### src/rtl/backup_sram_streamer.sv
// backup_sram_streamer
//   Moves a full backup image between the host save-file bridge and port B
//   of the backup RAM, all in the clk_sys domain.
//   LOAD : bridge words (in_data/in_valid/in_ready) are written to
//          consecutive RAM word addresses.
//   SAVE : consecutive RAM words are read and handed to the bridge through
//          a small skid FIFO (out_data/out_valid/out_ready).
//
// Handshake rule: a word moves on a rising clk_sys edge exactly when valid
// and ready are both high in the preceding cycle. A valid source holds its
// data stable until that happens. out_valid/out_data obey this rule.
//
// Ports
//   clk_sys, reset (async, active high)
//   load_start, save_start : one-cycle start pulses, honoured only in IDLE
//   abort                  : back to IDLE at the next edge, drop in-flight data
//   busy, done             : status; done pulses once per completed transfer
//   in_data/in_valid/in_ready    : LOAD stream from the bridge
//   out_data/out_valid/out_ready : SAVE stream to the bridge
//   sram_addr/sram_wr/sram_wdata : RAM port-B request (byte address)
//   ram_rdata                    : RAM port-B read data, RD_LAT cycles late
module backup_sram_streamer #(
  parameter int WORDS      = 16384,
  parameter int RD_LAT     = 2,
  parameter int FIFO_DEPTH = 4
) (
  input  logic        clk_sys,
  input  logic        reset,
  input  logic        load_start,
  input  logic        save_start,
  input  logic        abort,
  output logic        busy,
  output logic        done,
  input  logic [31:0] in_data,
  input  logic        in_valid,
  output logic        in_ready,
  output logic [31:0] out_data,
  output logic        out_valid,
  input  logic        out_ready,
  output logic [15:0] sram_addr,
  output logic        sram_wr,
  output logic [31:0] sram_wdata,
  input  logic [31:0] ram_rdata
);

  localparam int CW = $clog2(WORDS + 1);
  localparam int PW = (FIFO_DEPTH > 1) ? $clog2(FIFO_DEPTH) : 1;
  localparam int OW = $clog2(FIFO_DEPTH + 1);
  localparam int IW = $clog2(RD_LAT + FIFO_DEPTH + 2) + 1;

  localparam logic [CW-1:0] WORDS_C  = CW'(WORDS);
  localparam logic [CW-1:0] LAST_C   = CW'(WORDS - 1);
  localparam logic [OW-1:0] DEPTH_C  = OW'(FIFO_DEPTH);
  localparam logic [IW-1:0] CREDIT_C = IW'(FIFO_DEPTH);
  localparam logic [PW-1:0] PTR_LAST = PW'(FIFO_DEPTH - 1);

  localparam logic [1:0] S_IDLE  = 2'd0;
  localparam logic [1:0] S_LOAD  = 2'd1;
  localparam logic [1:0] S_SAVE  = 2'd2;
  localparam logic [1:0] S_DRAIN = 2'd3;

  logic [1:0]        state;
  logic [CW-1:0]     wcnt;
  logic [CW-1:0]     rcnt;
  logic [CW-1:0]     acnt;
  // rd_issued marks the cycle an address is on sram_addr; rd_tag delays that
  // mark so rd_tag[RD_LAT-1] lines up with the matching ram_rdata.
  logic              rd_issued;
  logic [RD_LAT-1:0] rd_tag;
  logic [31:0]       fifo_mem [FIFO_DEPTH];
  logic [PW-1:0]     wr_ptr;
  logic [PW-1:0]     rd_ptr;
  logic [OW-1:0]     count;

  logic              load_hs;
  logic              push;
  logic              pop;
  logic              issue;
  logic [IW-1:0]     inflight;
  logic [IW-1:0]     credit_used;

  function automatic logic [PW-1:0] ptr_inc(input logic [PW-1:0] p);
    return (p == PTR_LAST) ? '0 : p + 1'b1;
  endfunction

  function automatic logic [15:0] word_addr(input logic [CW-1:0] w);
    logic [CW+1:0] b;
    b = {w, 2'b00};
    return 16'(b);
  endfunction

  assign busy      = (state != S_IDLE);
  assign in_ready  = (state == S_LOAD);
  assign out_valid = (count != '0);
  assign out_data  = out_valid ? fifo_mem[rd_ptr] : '0;
  assign load_hs   = in_ready & in_valid;
  assign pop       = out_valid & out_ready;
  assign push      = rd_tag[RD_LAT-1];

  // Every read on its way (address out or data in the delay line) plus every
  // stored word owns a FIFO slot; a slot freed by this cycle's pop is reusable
  // at once, which keeps one read per cycle going with out_ready held high.
  always_comb begin
    inflight = IW'(rd_issued);
    for (int i = 0; i < RD_LAT; i++) begin
      inflight = inflight + IW'(rd_tag[i]);
    end
    credit_used = inflight + IW'(count) - IW'(pop);
    issue = (state == S_SAVE) && (rcnt < WORDS_C) &&
            (credit_used < CREDIT_C) && !abort;
  end

  always_ff @(posedge clk_sys) begin
    if (push && !abort) begin
      fifo_mem[wr_ptr] <= ram_rdata;
    end
  end

  always_ff @(posedge clk_sys or posedge reset) begin
    if (reset) begin
      state      <= S_IDLE;
      wcnt       <= '0;
      rcnt       <= '0;
      acnt       <= '0;
      rd_issued  <= 1'b0;
      rd_tag     <= '0;
      wr_ptr     <= '0;
      rd_ptr     <= '0;
      count      <= '0;
      sram_addr  <= '0;
      sram_wr    <= 1'b0;
      sram_wdata <= '0;
      done       <= 1'b0;
    end else if (abort) begin
      state     <= S_IDLE;
      rd_issued <= 1'b0;
      rd_tag    <= '0;
      wr_ptr    <= '0;
      rd_ptr    <= '0;
      count     <= '0;
      sram_wr   <= 1'b0;
      done      <= 1'b0;
    end else begin
      sram_wr   <= 1'b0;
      done      <= 1'b0;
      rd_issued <= issue;
      rd_tag[0] <= rd_issued;
      for (int i = 1; i < RD_LAT; i++) begin
        rd_tag[i] <= rd_tag[i-1];
      end
      if (push) wr_ptr <= ptr_inc(wr_ptr);
      if (pop)  rd_ptr <= ptr_inc(rd_ptr);
      count <= count + OW'(push) - OW'(pop);

      case (state)
        S_IDLE: begin
          if (load_start) begin
            state <= S_LOAD;
            wcnt  <= '0;
          end else if (save_start) begin
            // Word 0 is requested on the start edge itself, so the first
            // word reaches the bridge RD_LAT+1 edges after save_start.
            state     <= S_SAVE;
            sram_addr <= '0;
            rd_issued <= 1'b1;
            rcnt      <= CW'(1);
            acnt      <= '0;
          end
        end
        S_LOAD: begin
          if (load_hs) begin
            sram_wr    <= 1'b1;
            sram_wdata <= in_data;
            sram_addr  <= word_addr(wcnt);
            wcnt       <= wcnt + 1'b1;
            if (wcnt == LAST_C) state <= S_DRAIN;
          end
        end
        S_DRAIN: begin
          state <= S_IDLE;
          done  <= 1'b1;
        end
        default: begin
          if (issue) begin
            sram_addr <= word_addr(rcnt);
            rcnt      <= rcnt + 1'b1;
          end
          if (pop) begin
            acnt <= acnt + 1'b1;
            if (acnt == LAST_C) begin
              state <= S_IDLE;
              done  <= 1'b1;
            end
          end
        end
      endcase
    end
  end

  a_no_fifo_overflow: assert property (@(posedge clk_sys) disable iff (reset)
    !(push && !abort && count == DEPTH_C));

endmodule

### config.mk
export PLATFORM = sky130hd
export DESIGN_NAME = backup_sram_streamer
export DESIGN_NICKNAME = d
export VERILOG_FILES = /design/src/rtl/backup_sram_streamer.sv
export SDC_FILE = /design/constraint.sdc
export NUM_CORES = 1
export LEC_CHECK = 0
export ABC_AREA = 1
export BUFFER_PORTS_ARGS = -buffer_cell sky130_fd_sc_hd__clkbuf_2
export CAP_MARGIN = 20
export CORE_ASPECT_RATIO = 1.2
export CORE_MARGIN = 4
export CORE_UTILIZATION = 57
export CTS_CLUSTER_DIAMETER = 40
export DETAILED_ROUTE_END_ITERATION = 10
export PLACE_DENSITY = 0.8
export SLEW_MARGIN = 40
export SYNTH_ARGS = -nofsm -noshare
export SYNTH_HDL_FRONTEND = slang
export SYNTH_SLANG_ARGS = --single-unit
export TNS_END_PERCENT = 1
### constraint.sdc
create_clock -name clk_sys -period 4.8 [get_ports clk_sys]
set_input_delay 1.44 -clock clk_sys [delete_from_list [all_inputs] [get_ports clk_sys]]
set_output_delay 1.44 -clock clk_sys [all_outputs]
set_load 0.005 [all_outputs]
==> results.rst, run 1 <==
.. list-table::
   :header-rows: 1

   * - Metric
     - Value
   * - Worst-margin pin slew
     - 812 ps
   * - Number of synthesized register bits
     - 233
   * - Clock-pin slew on the worst setup and hold paths
     - 60 ps
   * - Crit-path cells
     - clkinv_1 > buf_4 > nor2_1 > o21ai_0 > a21oi_1 > clkbuf_2
   * - Number of synthesized flops with an enable pin
     - 128
   * - Post-placement cell area
     - 11500 µm²
   * - Number of clock sinks seen by CTS
     - 233
   * - Crit path max-delay cell type
     - clkinv_1
   * - Mapped Area
     - 10500 µm²
   * - Class of the most critical hold timing path
     - reg -> reg
   * - Fraction of power spent switching nets
     - 32.7%
   * - DRC violations left
     - 0
   * - Number of global-route vias before repair
     - 7991
   * - Iteration-0 DRC count of the detailed router
     - 648
   * - VDD IR max
     - 0.000345 V
   * - Dominant synthesized flop cell
     - edfxtp_1
   * - Fin. Hold Viols
     - 0
   * - DIE AREA
     - 20600 µm²
   * - WP depth
     - 6
   * - Fraction of power consumed by combinational cells
     - 26.0%
   * - Fin crit share
     - 82.4%
   * - Post-synthesis mux area share
     - 0%
   * - Avg Vias per Cell
     - 5.46
   * - Cell-internal power
     - 3.99 mW
   * - Fraction of layout instances using a drive strength above 1
     - 18.9%
   * - GP Congestion
     - 0.858
   * - Largest net degree at the start of global routing
     - 68
   * - Number of max-capacitance violations reported
     - 0
   * - Nature of the critical path startpoint
     - flip-flop
   * - Endpoint type of the worst setup path
     - output port
   * - Net switching power of the design
     - 1.93 mW
   * - I/O pin cnt
     - 156
   * - Port Buf Inserts
     - 153
   * - Share of total power in the clock network
     - 32.8%
   * - Cts bufs inserted
     - 27
   * - Overall power after layout
     - 5.92 mW
   * - Remaining global-route overflow
     - 0
   * - Simple logic cell fraction of the synthesized area
     - 22.3%
   * - Starting utilization of the core area
     - 57.9%
   * - # nets final
     - 1349
   * - Complex-gate fraction of the synthesized area
     - 8.29%
   * - Worst clock skew
     - 11.2 ps
   * - Async set-reset flop share out of synthesis
     - 45.1%
   * - Worst max-slew margin expressed relative to the limit
     - 45.6%
   * - Summed negative setup slack over all endpoints
     - 0 ps
   * - Standard cell core area
     - 18100 µm²
   * - Number of antenna violations at the first check in global routing
     - 0
   * - Adder-cell share of the synthesized area
     - 1.93%
   * - Number of hold buffers added after CTS
     - 0
   * - Die height
     - 157 µm
   * - Startpoint-to-endpoint class of the critical path
     - reg -> out
   * - Path depth of the worst reg2reg path
     - 16
   * - Number of rows in the core area
     - 54
   * - CTS tree
     - done
   * - Post-CTS Setup Bufs
     - 0
   * - Count of pins over their slew limit
     - 0
   * - Setup repair after global routing missed its margin
     - no
   * - Number of nets with antenna violations after detailed routing
     - 0
   * - Filler cell count
     - 1397
   * - Syn Area/Cell
     - 9.43 µm²
   * - Non-filler cells in the finished layout
     - 1507
   * - Worst setup margin
     - 846 ps
   * - Placed Cells
     - 1458
   * - Area overhead of the layout relative to synthesis
     - 17.5%
   * - Buffers plus inverters on the worst setup path
     - 3
   * - Share of synthesized area occupied by flip-flops and latches
     - 61.7%
   * - Highest Clock Rate
     - 253 MHz
   * - Total wirelength of the detailed-routed design
     - 23.6 mm
   * - Outcome
     - finished clean
   * - Cells after synthesis
     - 1112
   * - Avg WL per Cell
     - 15.6 µm
   * - Combinational family with the most area after synthesis
     - simple AND/OR/NAND/NOR gates
   * - Count of endpoints failing setup in the final report
     - 0
   * - Post-cts sizing count
     - 0
   * - Lkg Pwr
     - 5.44 nW
   * - Endpoint required time on the critical path
     - 3360 ps
   * - Seq. cell area
     - 6470 µm²
   * - Power density relative to cell area
     - 480 nW/µm²
   * - Post-route standard cell area excluding fillers
     - 12300 µm²
   * - Total vias in the final route
     - 8222
   * - Worst Hold Path Cells
     - 2
   * - Arrival time worst endpoint
     - 2510 ps
   * - Buffers from clock root to sink, at most
     - 3
   * - Yosys Warn Count
     - 0
   * - Horizontal extent of the die
     - 132 µm
   * - Wire length of the first global-routing pass
     - 38.6 mm
   * - Power share of the sequential group
     - 41.2%
   * - Critical path's top delay family
     - buffers and inverters
   * - Ant diodes
     - 0
   * - Sum of net half-perimeters after detailed placement
     - 15.5 mm
   * - Iteration count of the initial detailed-routing pass
     - 6
   * - Post-Synth XOR/XNOR Area
     - 0.250%
   * - Multi-input combinational cell area
     - 3460 µm²
   * - Library cells used by synthesis
     - 38
   * - Clock latency on the worst-skew pair
     - 520 ps
   * - CP Max Fanout
     - 23
   * - Root buffer selected by CTS
     - clkbuf_16
   * - Post-layout min period
     - 3950 ps
   * - Biggest cell delay along the critical path
     - 640 ps
   * - Aggregate global-route resource usage
     - 22.6%
   * - Worst slack, placed
     - 1050 ps
   * - CTS HTree Levels
     - 1
[registers in the layout, summed over array words and instances (netlist names)]
name	flops
sram_addr	14
count	3
state	2
rd_ptr	2
wcnt	15
wr_ptr	2
fifo_mem	128
acnt	15
sram_wr	1
rd_issued	1
sram_wdata	32
done	1
rcnt	15
rd_tag	2
[worst reg2reg max path: stages (launching register included)]
cell     delay (ps)
dfrtp_1         370
inv_1           150
nand3_1         160
nand2_1         220
inv_1           110
nand2_1          90
nand2_1          70
fa_1            370
ha_1            280
nand3_1         100
nand3_1          70
nand2_1          70
nand3_2         170
nand2_2         310
nand2_4         180
nand2_1          90
nand2_1          50
[path summary, 6_finish.rpt]
path,start,end,slack [ps]
max,rd_ptr[1],out_data[12],850
min,sram_addr[5],sram_addr[5],470
max reg2reg,count[1],sram_addr[11],1840
min reg2reg,sram_addr[5],sram_addr[5],470
max in group asynchronous,reset,rcnt[6],3080
min in group asynchronous,reset,sram_wdata[0],1010
[routing by layer]
layer  GRT usage (%)  vias up  wire length [µm]
li1                -     4004                 -
met1            29.4     3892              9940
met2            40.2      288             11700
met3            3.50       38              1550
met4            5.75        0               385
met5               0        -                 0
[per-stage QoR]
step	hold WS [ps]	utilization, %
CTS	477	68.1
global placement	461	62.9
finish	473	68.1
detailed placement	462	63.3
global route	493	68.1
floorplan	457	-
[area by class of cell]
class | instances | share of cell area (%)
timing repair buffer | 165 | 7.29
clock inverter | 19 | 1.33
sequential | 233 | 52.5
inverter | 90 | 2.80
multi-input combinational | 746 | 28.1
clock buffer | 30 | 5.67
tap | 224 | 2.27
[cells in the final DEF (no fill, tap or decap), drive strengths merged, types with 2 or more instances in the layout]
cell	instances
clkinv	15
buf	12
inv	92
nand4	28
conb	2
clkbuf	183
a21oi	40
dfrtp	105
nand3b	2
o22ai	14
nand2	263
nor2	198
fa	2
edfxtp	128
nor3	6
nand3	60
o21ai	108
and2	2
ha	13
xor2	3
[synth_stat cells, types with 13 or more instances]
library cell | number | share of area [%]
a21oi_1 | 39 | 1.9
clkbuf_1 | 16 | 0.57
dfrtp_1 | 105 | 25
edfxtp_1 | 128 | 37
ha_1 | 13 | 1.6
inv_1 | 83 | 3.0
nand2_1 | 256 | 9.2
nand3_1 | 59 | 2.8
nand4_1 | 28 | 1.7
nor2_1 | 193 | 6.9
o21ai_0 | 100 | 4.8
o22ai_1 | 14 | 0.83
[logic make-up (layout without fill, tap and decap cells)]
logic type	count (synthesis)	in the layout
buf+inv	134	304
xor+xnor	3	3
other cells	1	2
simple gates	562	562
flops	233	233
compound gates	164	164
fa+ha+maj	15	15
[power by group through the flow]
stage | sequential [mW] | combinational [mW] | clock [mW]
after floorplan | 2.46 | 0.948 | 0
after global placement | 2.47 | 1.49 | 0
after detailed placement | 2.46 | 1.55 | 0
after CTS | 2.43 | 1.55 | 1.97
after global routing | 2.46 | 1.75 | 2.07
final | 2.44 | 1.54 | 1.94
No activity file was read; power rests on OpenSTA's default activity.
==> run 2: changes to the inputs <==
Settings changed: CORE_UTILIZATION 57 to 52, PLACE_DENSITY 0.8 to 0.77.
Clock period 4.8 ns to 3.35 ns, I/O delays scaled along.
==> run 2 against run 1 <==
Register-to-register slack worse by 1300 ps. Cell count increased by 3.0%. Sequential power grew 43%. Hold slack improved by 3.7 ps. Core utilization decreased by 4.9 points. Global-route usage shrank 2.6 points. Worst setup slack lost 510 ps. First-iteration DRC count is 14% lower. Clock-buffer cell count up 2.
==> results.rst, run 2 (synthesized netlist as in run 1, its figures left out) <==
.. list-table::
   :header-rows: 1

   * - Metric
     - Value
   * - Fin crit share
     - 90.0%
   * - Total vias in the final route
     - 7979
   * - Worst max-slew margin expressed relative to the limit
     - 53.1%
   * - Number of global-route vias before repair
     - 7713
   * - Aggregate global-route resource usage
     - 20.0%
   * - Iteration count of the initial detailed-routing pass
     - 5
   * - Worst slack, placed
     - 70.5 ps
   * - Count of pins over their slew limit
     - 0
   * - Cell-internal power
     - 5.79 mW
   * - Commonest cells after routing, fill and taps aside
     - nand2_1 (256), nor2_1 (189), clkbuf_2 (153)
   * - Die height
     - 164 µm
   * - Largest regs
     - fifo_mem: 128 flops, sram_wdata: 32 flops
   * - Hold slack
     - 477 ps
   * - Placed Cells
     - 1502
   * - Post-layout min period
     - 3010 ps
   * - Clock-pin slew on the worst setup and hold paths
     - 60 ps
   * - Root buffer selected by CTS
     - clkbuf_16
   * - Post-CTS Setup Bufs
     - 0
   * - VDD IR max
     - 0.000461 V
   * - Clock latency on the worst-skew pair
     - 530 ps
   * - Endpoint required time on the critical path
     - 2340 ps
   * - # nets final
     - 1356
   * - Port Buf Inserts
     - 153
   * - Worst setup margin
     - 335 ps
   * - Leading cell type in the layout, fill and taps excluded
     - nand2_1
   * - Worst clock skew
     - 19.6 ps
   * - Area overhead of the layout relative to synthesis
     - 18.6%
   * - Cts bufs inserted
     - 27
   * - Highest Clock Rate
     - 332 MHz
   * - Net switching power of the design
     - 2.76 mW
   * - Wire length of the first global-routing pass
     - 36.5 mm
   * - Share of total power in the clock network
     - 33.0%
   * - Number of antenna violations at the first check in global routing
     - 1
   * - Class of the most critical hold timing path
     - reg -> reg
   * - Remaining global-route overflow
     - 0
   * - Most flops, register
     - fifo_mem
   * - Number of max-capacitance violations reported
     - 0
   * - Largest net degree at the start of global routing
     - 53
   * - Startpoint-to-endpoint class of the critical path
     - reg -> out
   * - Starting utilization of the core area
     - 53.3%
   * - Count of endpoints failing setup in the final report
     - 0
   * - Avg WL per Cell
     - 14.7 µm
   * - Horizontal extent of the die
     - 138 µm
   * - CP Max Fanout
     - 32
   * - Number of nets with antenna violations after detailed routing
     - 0
   * - Fraction of power consumed by combinational cells
     - 26.2%
   * - Ant diodes
     - 0
   * - Worst-margin pin slew
     - 701 ps
   * - Fraction of power spent switching nets
     - 32.3%
   * - I/O pin cnt
     - 156
   * - DIE AREA
     - 22500 µm²
   * - Fraction of layout instances using a drive strength above 1
     - 19.2%
   * - Flip-flop count of the largest register after layout
     - 128
   * - DRC violations left
     - 0
   * - Lkg Pwr
     - 5.48 nW
   * - Buffers from clock root to sink, at most
     - 3
   * - Setup repair after global routing missed its margin
     - no
   * - Nature of the critical path startpoint
     - flip-flop
   * - Arrival time worst endpoint
     - 2010 ps
   * - Number of hold buffers added after CTS
     - 0
   * - Power density relative to cell area
     - 687 nW/µm²
   * - Filler cell count
     - 1574
   * - Iteration-0 DRC count of the detailed router
     - 555
   * - Outcome
     - finished clean
   * - Number of rows in the core area
     - 56
   * - Standard cell core area
     - 19700 µm²
   * - Summed negative setup slack over all endpoints
     - 0 ps
   * - Endpoint type of the worst setup path
     - output port
   * - Total wirelength of the detailed-routed design
     - 22.8 mm
   * - Core Util, Final
     - 63.2%
   * - CTS tree
     - done
   * - GP Congestion
     - 0.867
   * - Post-cts sizing count
     - 0
   * - Sum of net half-perimeters after detailed placement
     - 15.1 mm
   * - Power share of the sequential group
     - 40.8%
   * - Avg Vias per Cell
     - 5.14
   * - Non-filler cells in the finished layout
     - 1552
   * - Number of clock sinks seen by CTS
     - 233
   * - Fin. Hold Viols
     - 0
   * - CTS HTree Levels
     - 1
==> run 2: final timing paths <==
check                             startpoint            end  slack, ps  depth (start not counted)
worst min-delay path            sram_addr[3]   sram_addr[3]        480                          2
worst max register to register      count[1]        rcnt[8]        520                         16
min in group asynchronous              reset  sram_wdata[5]        580                          2
worst min register to register  sram_addr[3]   sram_addr[3]        480                          2
worst max-delay path               rd_ptr[1]   out_data[12]        340                          7
max in group asynchronous              reset      rd_ptr[0]       2140                          3
==> run 2: metal layers <==
metal,vias to the layer above,track usage (%),part of all wire [%],wire (µm)
li1,4014,-,-,-
met1,3684,24.4,41,9290
met2,243,35.3,50,11400
met3,36,4.84,7.6,1720
met4,2,5.13,1.6,359
met5,-,0,0.062,14
==> run 2: cell type report <==
class                           count  area, µm²  area share [%]
Sequential cell                   233       6470            52.0
Timing Repair Buffer              172        958            7.70
Multi-Input combinational cell    746       3460            27.8
Clock inverter                     18        151            1.22
Tap cell                          261        327            2.62
Clock buffer                       32        726            5.83
Inverter                           90        342            2.75
==> run 2: power groups by stage <==
stage | Sequential [mW] | Combinational (mW) | Clock [mW]
6_report | 3.49 | 2.24 | 2.82
5_1_grt | 3.52 | 2.54 | 3.01
4_1_cts | 3.48 | 2.27 | 2.87
3_5_place_dp | 3.53 | 2.26 | 0
3_3_place_gp | 3.53 | 2.20 | 0
2_1_floorplan | 3.52 | 1.36 | 0
==> run 2: through the flow <==
step / total power [mW] / instance area (µm²)
2_1_floorplan: 4.88 / 10500
3_3_place_gp: 5.73 / 11600
3_5_place_dp: 5.79 / 11600
4_1_cts: 8.63 / 12400
5_1_grt: 9.07 / 12400
6_report: 8.55 / 12400
==> run 2: critical path, cell delays in order (launching register included) <==
cell and delay [ps]:
dfrtp_1 340, buf_4 220, inv_1 70, buf_4 270, nor2_1 140, o21ai_0 90, a21oi_1 200, clkbuf_2 150
==> run 3: changes to the inputs <==
Settings changed: CORE_UTILIZATION 52 to 60, PLACE_DENSITY 0.77 to 0.83, SETUP_SLACK_MARGIN set to 0.4.
Clock period 3.35 ns to 3.5 ns, I/O delays scaled along.
==> run 3 against run 2 <==
Critical path type unchanged. First-iteration DRC count grew 31%. Global-route usage grew 4.2 points. Sequential power shrank 4%. Core utilization grew 9.3 points. Combinational power is essentially flat. Worst setup slack gained 65 ps.
==> results.rst, run 3 (synthesized netlist as in run 1, its figures left out) <==
.. list-table::
   :header-rows: 1

   * - Metric
     - Value
   * - Outcome
     - finished clean
   * - Crit-path cells
     - clkinvlp_4 > buf_4 > nor2_1 > o21ai_0 > a21oi_1 > clkbuf_2
   * - DRC violations left
     - 0
   * - Flip-flop count of the largest register after layout
     - 128
   * - Number of rows in the core area
     - 52
   * - Biggest cell delay along the critical path
     - 510 ps
   * - Buffers from clock root to sink, at most
     - 3
   * - Root buffer selected by CTS
     - clkbuf_16
   * - Fraction of power spent switching nets
     - 32.5%
   * - Most flops, register
     - fifo_mem
   * - Cell-internal power
     - 5.56 mW
   * - Port Buf Inserts
     - 153
   * - Summed negative setup slack over all endpoints
     - 0 ps
   * - Share of total power in the clock network
     - 32.6%
   * - Die height
     - 153 µm
   * - Endpoint type of the worst setup path
     - output port
   * - Power share of the sequential group
     - 40.6%
   * - Worst-margin pin slew
     - 601 ps
   * - Number of global-route vias before repair
     - 8099
   * - I/O pin cnt
     - 156
   * - Count of endpoints failing setup in the final report
     - 0
   * - Horizontal extent of the die
     - 129 µm
   * - Largest regs
     - fifo_mem: 128 flops, sram_wdata: 32 flops
   * - CTS tree
     - done
   * - Startpoint-to-endpoint class of the critical path
     - reg -> out
   * - Iteration count of the initial detailed-routing pass
     - 5
   * - Power density relative to cell area
     - 667 nW/µm²
   * - DIE AREA
     - 19700 µm²
   * - Worst clock skew
     - 18.9 ps
   * - Lkg Pwr
     - 5.45 nW
   * - Starting utilization of the core area
     - 61.5%
   * - Standard cell core area
     - 17000 µm²
   * - Class of the most critical hold timing path
     - reg -> reg
   * - Number of nets with antenna violations after detailed routing
     - 0
   * - Fin crit share
     - 88.5%
   * - Remaining global-route overflow
     - 0
   * - Count of pins over their slew limit
     - 0
   * - GP Congestion
     - 0.939
   * - Filler cell count
     - 1234
   * - Total vias in the final route
     - 8239
   * - Non-filler cells in the finished layout
     - 1506
   * - Leading cell type in the layout, fill and taps excluded
     - nand2_1
   * - CP Max Fanout
     - 9
   * - Hold slack
     - 479 ps
   * - Iteration-0 DRC count of the detailed router
     - 726
   * - Fin. Hold Viols
     - 0
   * - Arrival time worst endpoint
     - 2050 ps
   * - Post-layout min period
     - 3100 ps
   * - Endpoint required time on the critical path
     - 2450 ps
   * - Area overhead of the layout relative to synthesis
     - 17.8%
   * - Sum of net half-perimeters after detailed placement
     - 15.6 mm
   * - Commonest cells after routing, fill and taps aside
     - nand2_1 (256), nor2_1 (189), clkbuf_2 (153)
   * - Aggregate global-route resource usage
     - 24.2%
   * - Post-route standard cell area excluding fillers
     - 12400 µm²
   * - Highest Clock Rate
     - 323 MHz
   * - Worst setup margin
     - 401 ps
   * - Number of hold buffers added after CTS
     - 0
   * - Clock-pin slew on the worst setup and hold paths
     - 60 ps
   * - Fraction of layout instances using a drive strength above 1
     - 18.8%
   * - Number of max-capacitance violations reported
     - 0
   * - Worst max-slew margin expressed relative to the limit
     - 59.9%
   * - Net switching power of the design
     - 2.68 mW
   * - Ant diodes
     - 0
   * - # nets final
     - 1356
   * - Worst slack, placed
     - 158 ps
   * - Wire length of the first global-routing pass
     - 38.9 mm
   * - VDD IR max
     - 0.000463 V
   * - Placed Cells
     - 1453
   * - Overall power after layout
     - 8.24 mW
   * - Multi-input combinational cell area
     - 3460 µm²
   * - CTS HTree Levels
     - 1
   * - Largest net degree at the start of global routing
     - 106
   * - Core Util, Final
     - 72.5%
   * - Avg WL per Cell
     - 16.2 µm
   * - Number of clock sinks seen by CTS
     - 233
   * - Fraction of power consumed by combinational cells
     - 26.8%
   * - Nature of the critical path startpoint
     - flip-flop
   * - Cts bufs inserted
     - 26
   * - Avg Vias per Cell
     - 5.47
   * - Clock latency on the worst-skew pair
     - 520 ps
   * - Crit path max-delay cell type
     - dfrtp_1
   * - Post-placement cell area
     - 11400 µm²
   * - Total wirelength of the detailed-routed design
     - 24.4 mm
   * - Number of antenna violations at the first check in global routing
     - 0
   * - Seq. cell area
     - 6470 µm²
   * - Setup repair after global routing missed its margin
     - yes
[run 3: critical path, delay by kind of cell (launching register included)]
kind / cells / cell delay (ps)
AOI/OAI and AO/OA: 2 / 270
buffers and inverters: 3 / 650
DFF: 1 / 510
and+or+nand+nor: 1 / 120
[run 3: final cells by class]
cell class,count,area share (%)
repair inverters,1,0.0607
well taps,216,2.19
flip-flops and latches,233,52.4
multi-input cells,746,28.0
clock buffers,34,5.67
repair buffers,172,7.65
inverters,90,2.80
clock inverters,14,1.29
[run 3: final timing paths]
kind	start	to	slack, ps	cells past startpoint
min in group asynchronous	reset	acnt[11]	660	3
hold reg to reg	sram_wdata[28]	sram_wdata[28]	480	2
max in group asynchronous	reset	sram_addr[5]	2370	3
setup / recovery	rd_ptr[1]	out_data[4]	400	6
setup reg to reg	count[1]	sram_addr[12]	610	16
hold / removal	sram_wdata[28]	sram_wdata[28]	480	2
[run 3: power by group through the flow]
stage | clock network, mW | logic, mW | registers, mW
after global placement | 0 | 2.08 | 3.37
after detailed placement | 0 | 2.15 | 3.38
final | 2.69 | 2.21 | 3.35
after global routing | 2.85 | 2.47 | 3.38
after CTS | 2.72 | 2.18 | 3.34
after floorplan | 0 | 1.30 | 3.37
[run 3: repair_timing]
item                       in CTS  in global routing
gates resized for setup         1                  7
buffers inserted                0                  4
cloned                          0                  1
setup endpoints to repair      32                 33
[run 3: routing by layer]
metal | global-route usage (%) | routed length [µm]
met1 | 29.8 | 9480
met2 | 43.6 | 12800
met3 | 3.04 | 1410
met4 | 7.85 | 666
met5 | 0 | 0
